**src/rtl/pc_fetch_unit_pkg.sv**
```systemverilog
// pc_fetch_unit_pkg: shared types and constants for the PC / fetch slice.
// Holds the fetch FSM state enum, PC-mux one-hot selects and default widths.
package pc_fetch_unit_pkg;

  localparam int unsigned K_DEF       = 9;
  localparam int unsigned W_DEF       = 16;
  localparam int unsigned TIMEOUT_DEF = 15;

  typedef enum logic [1:0] {
    IDLE = 2'd0,
    REQ  = 2'd1,
    WAIT = 2'd2,
    HOLD = 2'd3
  } fetch_state_e;

  localparam logic [3:0] SEL_RD   = 4'b1000;
  localparam logic [3:0] SEL_BR   = 4'b0100;
  localparam logic [3:0] SEL_ZERO = 4'b0010;
  localparam logic [3:0] SEL_INC  = 4'b0001;

endpackage

```
**src/rtl/pc_fetch_unit_next_calc.sv**
```systemverilog
// pc_next_calc: combinational PC+1 and PC+1+sx(im8), both modulo 2^K.
// Ports: pc_i (current PC), im8_i (branch imm), pc_plus1_o, pc_branch_o.
module pc_next_calc
  import pc_fetch_unit_pkg::*;
#(
  parameter int unsigned K = K_DEF
) (
  input  logic [K-1:0] pc_i,
  input  logic [7:0]   im8_i,
  output logic [K-1:0] pc_plus1_o,
  output logic [K-1:0] pc_branch_o
);

  logic [K-1:0] sx_imm;

  // Needs K > 8: the immediate is widened by replicating its sign bit.
  assign sx_imm      = {{(K-8){im8_i[7]}}, im8_i};
  assign pc_plus1_o  = pc_i + K'(1);
  assign pc_branch_o = pc_plus1_o + sx_imm;

endmodule

```
**src/rtl/pc_fetch_unit.sv**
```systemverilog
// pc_fetch_unit: PC register plus handshaked instruction fetch into the IR.
// Ports: clk, reset (async, active low), next_pc/load_pc (PC load),
//   fetch_start, im8, mem_ack/mem_rdata (memory reply), ir_consume;
//   outputs pc_out, pc_plus1, pc_branch, mem_req, mem_addr, ir_out,
//   ir_valid, fetch_err (sticky timeout).
// Option: define PC_AUTOINC_EN to step the PC on every IR capture.
module pc_fetch_unit
  import pc_fetch_unit_pkg::*;
#(
  parameter int unsigned K       = K_DEF,
  parameter int unsigned W       = W_DEF,
  parameter int unsigned TIMEOUT = TIMEOUT_DEF
) (
  input  logic         clk,
  input  logic         reset,
  input  logic [K-1:0] next_pc,
  input  logic         load_pc,
  input  logic         fetch_start,
  input  logic [7:0]   im8,
  input  logic         mem_ack,
  input  logic [W-1:0] mem_rdata,
  input  logic         ir_consume,
  output logic [K-1:0] pc_out,
  output logic [K-1:0] pc_plus1,
  output logic [K-1:0] pc_branch,
  output logic         mem_req,
  output logic [K-1:0] mem_addr,
  output logic [W-1:0] ir_out,
  output logic         ir_valid,
  output logic         fetch_err
);

  fetch_state_e state_q, state_d;
  logic [K-1:0] pc_q, pc_d;
  logic [W-1:0] ir_q, ir_d;
  logic         vld_q, vld_d;
  logic         err_q, err_d;
  logic         pend_q, pend_d;
  logic [K-1:0] pend_pc_q, pend_pc_d;
  logic [7:0]   cnt_q, cnt_d;
  logic         capture;
  logic         leave;

  pc_next_calc #(.K(K)) u_next (
    .pc_i        (pc_q),
    .im8_i       (im8),
    .pc_plus1_o  (pc_plus1),
    .pc_branch_o (pc_branch)
  );

  always_ff @(posedge clk or negedge reset) begin
    if (!reset) begin
      state_q   <= IDLE;
      pc_q      <= '0;
      ir_q      <= '0;
      vld_q     <= 1'b0;
      err_q     <= 1'b0;
      pend_q    <= 1'b0;
      pend_pc_q <= '0;
      cnt_q     <= '0;
    end else begin
      state_q   <= state_d;
      pc_q      <= pc_d;
      ir_q      <= ir_d;
      vld_q     <= vld_d;
      err_q     <= err_d;
      pend_q    <= pend_d;
      pend_pc_q <= pend_pc_d;
      cnt_q     <= cnt_d;
    end
  end

  always_comb begin
    state_d   = state_q;
    pc_d      = pc_q;
    ir_d      = ir_q;
    vld_d     = vld_q;
    err_d     = err_q;
    pend_d    = pend_q;
    pend_pc_d = pend_pc_q;
    cnt_d     = cnt_q;
    mem_req   = 1'b0;
    capture   = 1'b0;
    leave     = 1'b0;

    unique case (state_q)
      IDLE: begin
        if (load_pc) pc_d = next_pc;
        if (fetch_start) state_d = REQ;
      end
      REQ: begin
        mem_req = 1'b1;
        if (mem_ack) begin
          capture = 1'b1;
          state_d = HOLD;
        end else begin
          cnt_d   = '0;
          state_d = WAIT;
        end
      end
      WAIT: begin
        mem_req = 1'b1;
        cnt_d   = cnt_q + 8'd1;
        if (mem_ack) begin
          capture = 1'b1;
          state_d = HOLD;
        end else if (cnt_q + 8'd1 == 8'(TIMEOUT)) begin
          err_d   = 1'b1;
          leave   = 1'b1;
          state_d = IDLE;
        end
      end
      HOLD: begin
        if (load_pc) pc_d = next_pc;
        if (ir_consume) begin
          vld_d   = 1'b0;
          state_d = fetch_start ? REQ : IDLE;
        end
      end
      default: state_d = IDLE;
    endcase

    // The address must not move under an outstanding request, so loads
    // seen in REQ/WAIT are parked and applied when the request ends.
    if (mem_req && load_pc) begin
      pend_d    = 1'b1;
      pend_pc_d = next_pc;
    end

    if (capture) begin
      ir_d  = mem_rdata;
      vld_d = 1'b1;
      leave = 1'b1;
    end

    if (leave) begin
      pend_d = 1'b0;
      cnt_d  = '0;
      if (load_pc) pc_d = next_pc;
      else if (pend_q) pc_d = pend_pc_q;
`ifdef PC_AUTOINC_EN
      else if (capture) pc_d = pc_plus1;
`endif
    end
  end

  assign pc_out    = pc_q;
  assign mem_addr  = pc_q;
  assign ir_out    = ir_q;
  assign ir_valid  = vld_q;
  assign fetch_err = err_q;

endmodule
```
**config.mk**
```make
export PLATFORM = sky130hd
export DESIGN_NAME = pc_fetch_unit
export DESIGN_NICKNAME = d
export VERILOG_FILES = /design/src/rtl/pc_fetch_unit_pkg.sv /design/src/rtl/pc_fetch_unit_next_calc.sv /design/src/rtl/pc_fetch_unit.sv
export SDC_FILE = /design/constraint.sdc
export NUM_CORES = 1
export LEC_CHECK = 0
export BUFFER_PORTS_ARGS = -buffer_cell sky130_fd_sc_hd__buf_2
export CELL_PAD_IN_SITES_DETAIL_PLACEMENT = 1
export CELL_PAD_IN_SITES_GLOBAL_PLACEMENT = 1
export CORE_MARGIN = 1.5
export CORE_UTILIZATION = 38
export DETAILED_ROUTE_END_ITERATION = 10
export PLACE_DENSITY_LB_ADDON = 0.2
export SYNTH_ARGS = -nofsm -noshare
export SYNTH_HDL_FRONTEND = slang
export SYNTH_SLANG_ARGS = --single-unit
```
**constraint.sdc**
```tcl
create_clock -name clk -period 3.7 [get_ports clk]
set_input_delay 0.925 -clock clk [delete_from_list [all_inputs] [get_ports clk]]
set_output_delay 0.925 -clock clk [all_outputs]
set_load 0.03 [all_outputs]
```
==> summary.txt, run 1 <==
status: complete, no violations
GPL Wtd Cong: 0.7701
FF/Latch Area: 1177 um2
CP Max Fanout: 2
Max Cap Viol: 0
clock slew at reported path FFs: 0.09 ns
FILL cells: 925
Initial DRC Count: 112
commonest non-fill, non-tap cell in the layout: buf_2
clk_lat worst skew: 0.31 ns
First-pass DRT Iterations: 4
Floorplan Core Area: 7727 um2
WL final: 8383 um
Sink Count: 47
worst path required time: 2.77 ns
Fin. Hold Viols: 0
met3 wire length: 301 um
Initial Util: 39.22%
Post-synth ARST share: 100.0%
crit-path max cell delay: 0.35 ns
CTS tree: done
Crit-path slowest cell: o41a_1
initial antenna violation count: 0
drc violations: 0
wl on met1: 3665 um
Ant. Diodes: 0
kind of end point of the critical path: primary output
metal2 WL: 4384 um
Critical path buffers and inverters: 2
CP cell instances: buf_6, ha_4, fa_2, a21o_1, a21oi_2, nor2b_1, o21a_1, o41a_1, xnor2_2, buf_6
placed instance count: 521
Setup Skew: 0.006880 ns
Final setup viols: 0
vias in the first global route: 2892
max layer used: met4
CP top delay family: compound AO/OA/AOI/OAI gates
first-pass GRT wire length: 14100 um
origin of the worst setup path: im8[0]
Tmin final: 3.641 ns
Worst Hold Class: reg -> reg
syn nets: 400
DRT antenna net count: 0
TritonCTS Buffers: 5
Max Fclk: 274.6 MHz
DIE AREA: 8519 um2
commonest cells after routing, fill and taps aside: buf_2 (91), nand2_1 (79), dfrtp_1 (46)
period utilization: 98.41%
#FFs+latches synth: 47
worst slew pin tran: 0.9083 ns
Hold Crit Start: fetch_err
layout cells sized above 1: 32.01%
Post-Syn Area: 3030 um2
total I/O pin count: 94
reg2reg start: state_q[1]
relative slew slack: 39.45%
fin nets: 483
Multi-input gate area: 1763 um2
DP HPWL: 6147 um
final slew viol count: 0
global route overflow: 0
Synth Warn #: 0
Worst Path Arrival: 2.72 ns
root buffer cell: clkbuf_8
CP most frequent cell: buf_6
total track usage: 20.57%
register area share after synthesis: 38.81%
Worst setup SP type: primary input
Avg Cell Area, Syn: 8.809 um2
CTS Buffer Depth: 2
synth-to-layout area growth: 23.29%
pin count of the biggest net entering global routing: 38
die height: 92.30 um
Synth Instances: 344
number of synthesized flops with an enable pin: 0
unrepaired setup endpoints after global routing: true
Vias: 2792
Top FF cell, synth: dfrtp_1
Wirelength per Cell: 15.82 um
number of H-tree levels: 2
drt via density: 5.268
Unique masters post-synth: 54
number of port buffers: 93
crit path kind: in -> out
Site Rows: 32
Core Util, Final: 48.35%
Finished Layout Cells: 530
die extent in x: 92.30 um
-- Yosys cell counts (all sizes together) (5+ instances only) --
master	n	area share, %
nand2b	7	1.4
buf	17	3.8
a21oi	13	2.1
nand2	79	9.8
xor2	7	2.0
nor3	5	0.99
a22oi	7	1.7
a22o	6	1.7
nor2b	7	1.4
nor2	16	2.0
o211ai	6	1.5
ha	16	6.6
nand3	19	3.5
xnor2	11	3.2
dfrtp	47	39
inv	10	1.2
clkbuf	9	1.1
mux2	9	3.3
a31oi	6	1.2
o21ai	11	1.8
-- worst register-to-register path, delay by kind of cell (launching register included) --
family                     cells  cell delay (ns)
adders and majority gates      1             0.51
buffers and inverters          1             0.11
DFF                            1             0.42
and+or+nand+nor                4             1.54
-- stage by stage --
stage	TNS, ns	hold WS [ns]	cell area (um2)	worst slack (ns)
2_1_floorplan	-0.08710	0.4498	3079	-0.08710
3_3_place_gp	-0.1472	0.4456	3585	-0.1472
3_5_place_dp	-0.2008	0.4485	3585	-0.1927
4_1_cts	-0.03908	0.4716	3702	-0.03908
5_1_grt	-0.02377	0.4894	3736	-0.02377
6_report	0	0.4668	3736	0.05884
-- routing by layer --
layer	vias up	global-route usage, %
met5	-	0
met4	0	2.692
met3	4	3.612
met2	60	37.56
met1	1376	25.83
li1	1352	-
-- worst paths after layout --
| kind | to | slack [ns] | cells past startpoint |
|---|---|---|---|
| worst min register to register | fetch_err | 0.47 | 1 |
| worst max-delay path | pc_branch[8] | 0.06 | 10 |
| max in group asynchronous | fetch_err | 2.24 | 2 |
| worst max register to register | cnt_q[5] | 1.05 | 6 |
| min in group asynchronous | mem_addr[0] | 0.74 | 1 |
| worst min-delay path | fetch_err | 0.47 | 1 |
-- layout make-up --
class	count	area share (%)
multi-input combinational	261	47.19
sequential	47	31.51
timing repair buffer	102	14.60
tap	102	3.416
clock buffer	6	1.942
inverter	10	1.005
clock inverter	2	0.3349
-- registers in the layout, summed over array words and instances, names as in the netlist --
signal / flops
ir_out: 16
mem_addr: 9
pend_pc_q: 9
cnt_q: 8
state_q: 2
fetch_err: 1
ir_valid: 1
pend_q: 1
-- kinds of logic after synthesis --
logic type / Yosys count / synth area share, %
compound gates: 74 / 17.26
fa+ha+maj: 17 / 7.267
flops: 47 / 38.81
mux: 11 / 4.005
buf+inv: 36 / 6.110
xor+xnor: 18 / 5.202
simple gates: 141 / 21.35
-- what timing repair did --
action / 4_1_cts / 5_1_grt
buffers inserted: 1 / 0
setup endpoints to repair: 2 / 2
pin swaps: 3 / 1
cloned: 0 / 0
resized for setup: 7 / 5
hold buffers: 0 / 0
Power of run 1 is left out: the tool's default activity adds up to more than one toggle a clock period on the data nets, which glitch-free logic cannot reach.
==> inputs of run 2 (changes only) <==
Settings changed: RECOVER_POWER set to 50.
==> summary.txt, run 2 (synthesis results as in run 1) <==
die height: 92.30 um (unchanged)
WL final: 8408 um (+0.30%)
Post-DP Area: 3585 um2 (unchanged)
root buffer cell: clkbuf_8
failing checks: capacitance limit, slew limit
placed instance count: 521 (unchanged)
Max Fclk: 274.3 MHz (-0.13%)
total I/O pin count: 94 (unchanged)
global route overflow: 0 (unchanged)
CTS tree: done
crit path kind: in -> out
Final setup viols: 0 (unchanged)
DP HPWL: 6147 um (unchanged)
CTS Hold Bufs: 0 (unchanged)
Ant. Diodes: 0 (unchanged)
DIE AREA: 8519 um2 (unchanged)
vias in the first global route: 2892 (unchanged)
Sink Count: 47 (unchanged)
clock slew at reported path FFs: 0.09 ns (about the same)
drc violations: 0 (unchanged)
Setup Skew: 0.007384 ns (+0.0005042 ns)
unrepaired setup endpoints after global routing: true
commonest non-fill, non-tap cell in the layout: nand2_1
number of H-tree levels: 2 (unchanged)
worst slew pin tran: 2.150 ns (+1.242 ns)
Wirelength per Cell: 15.86 um (+0.30%)
Initial Util: 39.22% (unchanged)
max reg flops: 16 (unchanged)
Vias: 2794 (+0.072%)
Fin Hold WS: 0.4718 ns (+0.004982 ns)
drt via density: 5.272 (about the same)
Fin. Hold Viols: 0 (unchanged)
Worst setup SP type: primary input
Tmin final: 3.646 ns (+0.004741 ns)
clk_lat worst skew: 0.31 ns (about the same)
layout cells sized above 1: 25.47% (-6.5 points)
first-pass GRT wire length: 14100 um (unchanged)
Floorplan Core Area: 7727 um2 (unchanged)
Initial DRC Count: 132 (+18%)
worst path required time: 2.77 ns (about the same)
CP Max Fanout: 2 (unchanged)
fin area: 3696 um2 (-1.1%)
kind of end point of the critical path: primary output
DRT antenna net count: 0 (unchanged)
Worst Path Arrival: 2.72 ns (about the same)
relative slew slack: -43.33% (-83 points)
die extent in x: 92.30 um (unchanged)
GPL Wtd Cong: 0.7701 (unchanged)
fin nets: 483 (unchanged)
status: complete, but fails checks
Site Rows: 32 (unchanged)
number of port buffers: 93 (unchanged)
initial antenna violation count: 0 (unchanged)
CTS Buffer Depth: 2 (unchanged)
Max Cap Viol: 1 (+1)
First-pass DRT Iterations: 4 (unchanged)
Finished Layout Cells: 530 (unchanged)
Worst Hold Class: reg -> reg
pin count of the biggest net entering global routing: 38 (unchanged)
total track usage: 20.57% (unchanged)
TritonCTS Buffers: 5 (unchanged)
final slew viol count: 38 (+38)
commonest cells after routing, fill and taps aside: nand2_1 (79), buf_2 (65), dfrtp_1 (46)
period utilization: 98.54% (+0.13 points)
synth-to-layout area growth: 21.97%
Core Util, Final: 47.83% (-0.52 points)
run 2: cell types whose count changed in the layout (fill, tap and decap cells not counted):
| cell | change |
|---|---|
| clkbuf_1 | +28 |
| buf_4 | -2 |
| buf_2 | -26 |
run 2: worst max-delay path, cell delays in order:
cell     delay [ns]
buf_6          0.10
ha_4           0.15
fa_2           0.33
a21o_1         0.17
a21oi_2        0.14
nor2b_1        0.06
o21a_1         0.19
o41a_1         0.35
xnor2_2        0.15
buf_6          0.15
run 2: per-stage QoR:
step / TNS (ns) / setup WS [ns]
after floorplan: -0.08710 / -0.08710
after global routing: -0.02377 / -0.02377
after CTS: -0.03908 / -0.03908
after detailed placement: -0.2008 / -0.1927
final: 0 / 0.05410
after global placement: -0.1472 / -0.1472
run 2: repair_timing:
| item | in CTS | in global routing |
|---|---|---|
| gates resized for setup | 7 | 5 |
| setup endpoints to repair | 2 | 2 |
| cloned | 0 | 0 |
| pin swaps | 3 | 1 |
| buffers inserted | 1 | 0 |
run 2: final timing paths:
| path | start | end | slack (ns) | cells after the start |
|---|---|---|---|---|
| setup / recovery | im8[0] | pc_branch[8] | 0.05 | 10 |
| hold / removal | fetch_err | fetch_err | 0.47 | 1 |
| setup reg to reg | state_q[1] | cnt_q[5] | 1.07 | 6 |
| hold reg to reg | fetch_err | fetch_err | 0.47 | 1 |
| max in group asynchronous | reset | fetch_err | 1.06 | 2 |
| min in group asynchronous | reset | mem_addr[0] | 1.24 | 1 |
run 2: layout make-up:
class                      count  area (um2)
fill                         940        4031
multi-input combinational    261        1763
sequential                    47        1177
timing repair buffer         102       505.5
tap                          102       127.6
clock buffer                   6       72.57
inverter                      10       37.54
clock inverter                 2       12.51
run 2: routing by layer:
layer	up-vias	wire [um]	GRT usage, %	share of wire [%]
li1	1352	-	-	-
met1	1375	3685	25.83	44
met2	60	4344	37.56	52
met3	7	328	3.612	3.9
met4	0	50	2.692	0.59
met5	-	0	0	0
Power of run 2 is left out for the same reason.
==> inputs of run 3 (changes only) <==
Settings changed: CORE_UTILIZATION 38 to 35.
==> summary.txt, run 3 (synthesis results as in run 1) <==
reg2reg end: cnt_q[2]
Worst Hold Class: reg -> reg
Floorplan Core Area: 8299 um2 (+7.4%)
Initial Util: 36.51% (-2.7 points)
Site Rows: 33 (+3.1%)
drt via density: 5.274 (about the same)
Tmin final: 3.671 ns (+0.02520 ns)
number of H-tree levels: 2 (unchanged)
global route overflow: 0 (unchanged)
Fin Hold WS: 0.4716 ns (-0.0001450 ns)
total track usage: 19.30% (-1.3 points)
Fin. Hold Viols: 0 (unchanged)
Wirelength per Cell: 15.85 um (about the same)
worst slew pin tran: 1.381 ns (-0.7686 ns)
die height: 96.05 um (+4.1%)
CP Max Fanout: 2 (unchanged)
relative slew slack: 7.916% (+51 points)
hold endpoint: fetch_err
Sink Count: 47 (unchanged)
CTS Buffer Depth: 2 (unchanged)
Final setup viols: 0 (unchanged)
worst path required time: 2.77 ns (about the same)
crit path kind: in -> out
Hold Crit Start: fetch_err
drc violations: 0 (unchanged)
Initial DRC Count: 96 (-27%)
final slew viol count: 0 (-100%)
R2R cell count: 8 (+2)
initial antenna violation count: 0 (unchanged)
DP HPWL: 6098 um (-0.79%)
GPL Wtd Cong: 0.8147 (+5.8%)
kind of end point of the critical path: primary output
CTS tree: done
commonest cells after routing, fill and taps aside: nand2_1 (79), buf_2 (71), dfrtp_1 (45)
clock slew at reported path FFs: 0.09 ns (about the same)
Worst Path Arrival: 2.75 ns (+0.03 ns)
r2r setup slk: 0.89 ns (-0.18 ns)
DRT antenna net count: 0 (unchanged)
commonest non-fill, non-tap cell in the layout: nand2_1
clk_lat worst skew: 0.31 ns (about the same)
layout cells sized above 1: 27.57% (+2.1 points)
root buffer cell: clkbuf_8
First-pass DRT Iterations: 4 (unchanged)
Ant. Diodes: 0 (unchanged)
total I/O pin count: 94 (unchanged)
vias in the first global route: 2829 (-2.2%)
Max Fclk: 272.4 MHz (-0.69%)
Max Cap Viol: 0 (-1)
TritonCTS Buffers: 5 (unchanged)
Worst setup SP type: primary input
fin nets: 484 (+0.21%)
DIE AREA: 9226 um2 (+8.3%)
pin count of the biggest net entering global routing: 35 (-7.9%)
reg2reg start: state_q[0]
Vias: 2811 (+0.61%)
period utilization: 99.22% (+0.68 points)
status: complete, no violations
first-pass GRT wire length: 13660 um (-3.1%)
number of port buffers: 93 (unchanged)
Hold Crit Depth: 1 (unchanged)
synth-to-layout area growth: 23.00%
unrepaired setup endpoints after global routing: true
die extent in x: 96.05 um (+4.1%)
WL final: 8448 um (+0.48%)
Setup Skew: 0.007299 ns (-0.00008490 ns)
max reg flops: 16 (unchanged)
## run 3: changes by cell type in the layout (fill, tap and decap cells not counted), sizes merged
cell,before,now
buf,74,82
clkinv,1,2
clkbuf,34,26
clkinvlp,1,0
## run 3: layout make-up
cell class / count / area (um2)
clock buffers: 5 / 68.82
repair buffers: 103 / 524.3
flip-flops and latches: 47 / 1179
multi-input cells: 261 / 1773
clock inverters: 2 / 13.76
fillers: 1015 / 4572
inverters: 10 / 37.54
well taps: 105 / 131.4
## run 3: per-layer routing
metal	global-route usage [%]	vias to the layer above	wire length, um
li1	-	1353	-
met1	22.72	1378	3682
met2	35.56	70	4323
met3	2.844	10	319
met4	6.373	0	122
met5	0	-	0
## run 3: worst max-delay path by stage
stage | slack, ns | end | from
2_1_floorplan | -0.09 | pc_branch[8] | mem_addr[1]
5_1_grt | -0.05 | pc_branch[8] | im8[0]
3_5_place_dp | -0.18 | pc_branch[8] | im8[0]
3_3_place_gp | -0.16 | pc_branch[8] | im8[0]
4_1_cts | 0.01 | pc_branch[8] | mem_addr[0]
6_report | 0.03 | pc_branch[8] | im8[0]
## run 3: metrics by stage
step / std cells / util (%) / setup WS (ns) / cell area, um2 / setup TNS [ns]
floorplan: 344 / - / -0.08710 / 3079 / -0.08710
global placement: 524 / 43.24 / -0.1572 / 3588 / -0.1572
detailed placement: 524 / 43.24 / -0.1837 / 3588 / -0.2094
CTS: 531 / 44.79 / 0.01283 / 3717 / 0
global route: 533 / 44.91 / -0.05475 / 3727 / -0.05475
finish: 533 / 44.91 / 0.02889 / 3727 / 0
## run 3: worst max-delay path, stage by stage
cell	delay, ns
buf_6	0.10
ha_4	0.15
fa_2	0.35
a21o_1	0.18
a21oi_2	0.15
nor2b_1	0.06
o21a_1	0.19
o41a_1	0.35
xnor2_2	0.15
buf_6	0.15
## run 3: repair_timing
action,4_1_cts,5_1_grt
hold buffers,0,0
buffers inserted,0,2
endpoints found under the setup margin,2,2
endpoints found under the hold margin,0,0
resized for setup,10,6
pin swaps,1,5
Power of run 3 is left out for the same reason.
